File: src/rtl/room_sequencer.sv
// Room-to-room transition sequencer: checks exit legality against the map,
// fades out, swaps rooms, fades back in. Fading built only with ROOM_SEQ_FADE_EN.
module room_sequencer #(
  parameter int START_X = 0,
  parameter int START_Y = 0,
  parameter int GOAL_X  = 7,
  parameter int GOAL_Y  = 7
) (
  input  logic       CLOCK_50,
  input  logic       reset,
  input  logic       frame_start,
  input  logic       exit_valid,
  input  logic [1:0] exit_dir,
  output logic       exit_ready,
  output logic       exit_nack,
  input  logic [3:0] cur_tile,
  input  logic [3:0] probe_tile,
  output logic [2:0] room_x,
  output logic [2:0] room_y,
  output logic [2:0] probe_x,
  output logic [2:0] probe_y,
  output logic [3:0] fade_level,
  output logic       player_freeze,
  output logic       win
);

  typedef enum logic [2:0] {
    S_PLAY, S_CHECK, S_FADE_OUT,
    S_SWAP, S_FADE_IN, S_WIN
  } state_t;

  state_t     r_state;
  state_t     w_next;
  logic [1:0] r_dir;
  logic       r_grid;
  logic [2:0] r_room_x;
  logic [2:0] r_room_y;
  logic [2:0] r_probe_x;
  logic [2:0] r_probe_y;
  logic       r_nack;
  logic       w_xfer;
  logic       w_legal;
  logic       w_goal;
  logic [1:0] w_opp;
  logic [3:0] w_cur_open;
  logic [3:0] w_prb_open;
  logic [2:0] w_dst_x;
  logic [2:0] w_dst_y;
  logic       w_on_grid;

  // Open-side mask per map code: bit0 up, bit1 right, bit2 down, bit3 left
  function automatic logic [3:0] open_sides(input logic [3:0] c);
    logic [3:0] m;
    unique case (c)
      4'd0:  m = 4'b0101;
      4'd1:  m = 4'b1010;
      4'd2:  m = 4'b1001;
      4'd3:  m = 4'b0011;
      4'd4:  m = 4'b0110;
      4'd5:  m = 4'b1100;
      4'd6:  m = 4'b1111;
      4'd7:  m = 4'b0100;
      4'd8:  m = 4'b1000;
      4'd9:  m = 4'b0001;
      4'd10: m = 4'b0010;
      4'd11: m = 4'b1110;
      4'd12: m = 4'b1101;
      4'd13: m = 4'b1011;
      4'd14: m = 4'b0111;
      default: m = 4'b0000;
    endcase
    return m;
  endfunction

  assign w_xfer     = exit_valid & exit_ready;
  assign w_opp      = r_dir + 2'd2;
  assign w_cur_open = open_sides(cur_tile);
  assign w_prb_open = open_sides(probe_tile);
  assign w_legal    = r_grid & w_cur_open[r_dir]
                    & w_prb_open[w_opp];
  assign w_goal     = (r_room_x == 3'(GOAL_X))
                    & (r_room_y == 3'(GOAL_Y));

  // Destination room for the requested exit; edges never wrap
  always_comb begin
    w_dst_x   = r_room_x;
    w_dst_y   = r_room_y;
    w_on_grid = 1'b1;
    unique case (exit_dir)
      2'd0: begin
        w_on_grid = (r_room_y != 3'd0);
        w_dst_y   = r_room_y - 3'd1;
      end
      2'd1: begin
        w_on_grid = (r_room_x != 3'd7);
        w_dst_x   = r_room_x + 3'd1;
      end
      2'd2: begin
        w_on_grid = (r_room_y != 3'd7);
        w_dst_y   = r_room_y + 3'd1;
      end
      default: begin
        w_on_grid = (r_room_x != 3'd0);
        w_dst_x   = r_room_x - 3'd1;
      end
    endcase
  end

`ifdef ROOM_SEQ_FADE_EN
  state_t     r_prev;
  logic [3:0] r_fade;
  logic       w_frame;

  // Frames only count once the state has been held for a full cycle
  assign w_frame = frame_start & (r_state == r_prev);

  // Entry tracker for frame qualification
  always_ff @(posedge CLOCK_50 or posedge reset) begin
    if (reset) r_prev <= S_PLAY;
    else       r_prev <= r_state;
  end

  // Saturating fade counter driven by qualified frames
  always_ff @(posedge CLOCK_50 or posedge reset) begin
    if (reset) begin
      r_fade <= 4'd0;
    end else if (w_frame) begin
      if (r_state == S_FADE_OUT && r_fade != 4'd15)
        r_fade <= r_fade + 4'd1;
      else if (r_state == S_FADE_IN && r_fade != 4'd0)
        r_fade <= r_fade - 4'd1;
    end
  end

  assign fade_level = r_fade;
`else
  assign fade_level = 4'd0;
`endif

  // State register
  always_ff @(posedge CLOCK_50 or posedge reset) begin
    if (reset) r_state <= S_PLAY;
    else       r_state <= w_next;
  end

  // Next-state logic
  always_comb begin
    w_next = r_state;
    unique case (r_state)
      S_PLAY:  if (w_xfer) w_next = S_CHECK;
`ifdef ROOM_SEQ_FADE_EN
      S_CHECK: w_next = w_legal ? S_FADE_OUT : S_PLAY;
      S_FADE_OUT:
        if (w_frame && r_fade == 4'd15) w_next = S_SWAP;
      S_SWAP:  w_next = S_FADE_IN;
      S_FADE_IN:
        if (w_frame && r_fade == 4'd0)
          w_next = w_goal ? S_WIN : S_PLAY;
`else
      S_CHECK: w_next = w_legal ? S_SWAP : S_PLAY;
      S_SWAP:  w_next = w_goal ? S_WIN : S_PLAY;
      S_FADE_OUT, S_FADE_IN: w_next = S_PLAY;
`endif
      S_WIN:   w_next = S_WIN;
      default: w_next = S_PLAY;
    endcase
  end

  // Moore outputs
  always_comb begin
    exit_ready    = (r_state == S_PLAY);
    player_freeze = (r_state != S_PLAY);
    win           = (r_state == S_WIN);
  end

  // Request latch, room load on SWAP entry, and reject pulse
  always_ff @(posedge CLOCK_50 or posedge reset) begin
    if (reset) begin
      r_dir     <= 2'd0;
      r_grid    <= 1'b0;
      r_room_x  <= 3'(START_X);
      r_room_y  <= 3'(START_Y);
      r_probe_x <= 3'(START_X);
      r_probe_y <= 3'(START_Y);
      r_nack    <= 1'b0;
    end else begin
      r_nack <= (r_state == S_CHECK) & ~w_legal;
      if (w_xfer) begin
        r_dir  <= exit_dir;
        r_grid <= w_on_grid;
        if (w_on_grid) begin
          r_probe_x <= w_dst_x;
          r_probe_y <= w_dst_y;
        end else begin
          r_probe_x <= r_room_x;
          r_probe_y <= r_room_y;
        end
      end
      if (r_state != S_SWAP && w_next == S_SWAP) begin
        r_room_x <= r_probe_x;
        r_room_y <= r_probe_y;
      end
    end
  end

  assign room_x    = r_room_x;
  assign room_y    = r_room_y;
  assign probe_x   = r_probe_x;
  assign probe_y   = r_probe_y;
  assign exit_nack = r_nack;

endmodule
File: config.mk
export PLATFORM = sky130hd
export DESIGN_NAME = room_sequencer
export DESIGN_NICKNAME = d
export VERILOG_FILES = /design/src/rtl/room_sequencer.sv
export SDC_FILE = /design/constraint.sdc
export NUM_CORES = 1
export LEC_CHECK = 0
export CORE_ASPECT_RATIO = 0.5
export CORE_UTILIZATION = 40
export DETAILED_ROUTE_END_ITERATION = 12
export GPL_TIMING_DRIVEN = 0
export PLACE_DENSITY = 0.75
export REMOVE_ABC_BUFFERS = 1
export SYNTH_ARGS = -nofsm -noshare
export SYNTH_HDL_FRONTEND = slang
export SYNTH_SLANG_ARGS = --single-unit
File: constraint.sdc
create_clock -name CLOCK_50 -period 1.8 [get_ports CLOCK_50]
set_clock_uncertainty 0.1 [all_clocks]
set_input_delay 0.18 -clock CLOCK_50 [delete_from_list [all_inputs] [get_ports CLOCK_50]]
set_output_delay 0.18 -clock CLOCK_50 [all_outputs]
set_load 0.01 [all_outputs]
==> run metrics <==
outcome complete, but fails checks; failing checks setup timing; synth warn 0; RSZ-0062 raised after global routing yes; final wirelength 2.84 mm; count leader, synth dfrtp_1; Synth top area share 0.334; Post-synth EDFFs 0; fin crit period 1930 ps; Filler cells 263; fmax 517 MHz; TritonCTS buffer count 3; number of remaining DRC errors 0; DR vias 1,110; num rows 14; layout cell share with drive strength beyond 1 0.263; kind of critical path input pin to flip-flop; core area 3190 µm²; die footprint 3820 µm²; number of global-route vias before repair 1,042; setup TNS -884 ps; clk sink count 19; top cells by area, synth dfrtp_1 33%, ha_1 11%, mux2_2 6.3%, o21ai_0 3.9%, inv_1 3.7%; area grow syn2layout 35.5%; cell area after synthesis 1420 µm²; DR pass1 iterations 4; first-pass GRT wire length 4.69 mm; Tot Pwr 2.27 mW; CTS Buffer Depth 2; Initial Util 0.447; fin. max-slew vios 0; Pwr Density 1180 nW/µm²; initial antenna violation count 0; worst vdd ir 707 µV; WL/cell 12.5 µm; leakage power 0.884 nW; Post-DRT Antenna Nets 0; port bufs 28; cell type with the largest total area after synthesis dfrtp_1; CTS tree done; Worst-Margin Slew 723 ps; nature of the critical path endpoint flip-flop; die height 44.2 µm; Avg Vias per Cell 4.89; period utilization 1.07; worst skew pair latency 260 ps; HP Class input pin to asynchronous set/reset pin; sequential area share after synthesis 0.334; Fin. Hold Viols 0; CP Max Fanout 8; Yosys cell types 40; CP Data Arrival Time 1980 ps; final RePlAce weighted congestion 0.766; initial DRC count 18; die width 86.4 µm; H-tree levels 1; root buf cell clkbuf_8; DP HPWL 1.97 mm; top_reg_cell synth dfrtp_1; Commonest cells post-synth 19 x dfrtp_1, 14 x inv_1, 13 x nand2_1, 12 x ha_1, 11 x o21ai_0; NumNets Final 208; #FFs+latches synth 19; GRT Overall Usage 0.159; Rel. slew slack 0.517; Avg Inst Size Synth 9.82 µm²; Hold-fix buffers, CTS 0; Setup crit start kind input pin; CP Data Required Time 1840 ps; Clock transition at path regs 70 ps; cells after synthesis 145; n_diodes 0; ys async rst share 1.00; largest net degree at the start of global routing 20; IO Count 34; total gr overflow 0; final worst-path setup slack -133 ps; Setup-failing EPs final 11; max cap viols 0
==> metal layers <==
layer,track usage,vias up,routed length (µm)
met5,0,-,0
met4,0.0200,0,0
met3,0.0392,0,92
met2,0.289,15,1360
met1,0.202,533,1380
li1,-,562,-
==> cell usage in the layout, fill, tap and decap left out, types with 2 or more instances in the layout <==
cell type	synthesis	final
o211ai_1	4	4
mux2_2	8	2
ha_2	0	2
ha_4	0	3
xor2_1	2	2
a31oi_1	2	2
clkdlybuf4s15_2	0	3
o21ai_0	11	11
mux2_4	0	6
mux2i_1	4	4
xnor2_1	4	4
buf_4	5	10
conb_1	1	4
nor2b_1	2	2
clkbuf_8	0	3
clkdlybuf4s50_1	0	16
nor4b_1	2	2
nand2_1	13	12
nor2_1	5	5
nand3_1	4	4
ha_1	12	7
nor3b_1	3	3
or3_1	2	2
dfrtp_1	19	18
inv_1	14	9
a21oi_1	4	4
inv_2	0	3
fa_1	2	2
dlygate4sd2_1	0	5
==> cell families (layout without fill, tap and decap cells) <==
group,count (synthesis),count (layout),synth area share
adder cells (fa/ha/maj),14,14,0.134
XOR/XNOR,6,6,0.0369
buffers and inverters,24,55,0.0879
other,1,4,0.00263
flip-flops,19,19,0.334
multiplexers,13,13,0.107
AO/OA/AOI/OAI,28,28,0.139
AND/OR/NAND/NOR,40,40,0.159
==> cell type report <==
class,instances,area [µm²],area share
Tap cell,48,60.1,0.0311
Inverter,14,62.6,0.0324
Timing Repair Buffer,37,353,0.183
Multi-Input combinational cell,105,932,0.483
Sequential cell,19,477,0.247
Clock buffer,4,45.0,0.0233
==> where the power goes <==
group	switching [mW]	internal [mW]	leakage [nW]	total [mW]
Combinational	0.518	0.662	0.617	1.18
Clock	0.137	0.157	0.0228	0.295
Sequential	0.199	0.600	0.244	0.799
Total	0.855	1.42	0.884	2.27
==> flip-flops by register name (all words and copies together) (netlist names) <==
signal / flops
probe_x: 3
probe_y: 3
r_state: 3
room_x: 3
room_y: 3
r_dir: 2
exit_nack: 1
r_grid: 1
==> worst paths after layout <==
check                              start          to  slack, ps  depth (start not counted)
min in group CLOCK_50        exit_dir[1]    r_dir[1]        330                          3
max                        probe_tile[0]   room_y[1]       -130                         10
max reg2reg                    room_y[1]  probe_y[1]        -40                          6
max in group asynchronous          reset    r_dir[0]        850                          2
min reg2reg                   probe_x[0]  probe_x[0]        420                          2
min                                reset   room_y[0]        250                          2
==> timing repair <==
item / CTS / global route
endpoints found under the hold margin: 0 / 0
pin swaps: 9 / 3
gates resized for setup: 67 / 1
setup endpoints to repair: 17 / 15
buffers inserted: 7 / 3
==> worst max-delay path, stage by stage <==
cell and delay [ps]:
buf_8 90, inv_8 30, ha_4 140, or2_0 210, mux4_2 450, nand4b_1 100, o211ai_1 100, buf_4 160
nand4_4 180, mux2_4 320
==> through the flow <==
stage	area (µm²)	std cells	utilization	setup slack, ps	hold slack, ps
floorplan	1360	138	-	-219	31.1
global placement	1700	214	0.534	-978	381
detailed placement	1700	214	0.534	-1010	397
CTS	1900	224	0.597	-73.1	262
global route	1930	227	0.605	-193	294
finish	1930	227	0.605	-133	246
No activity file was read; power rests on OpenSTA's default activity.
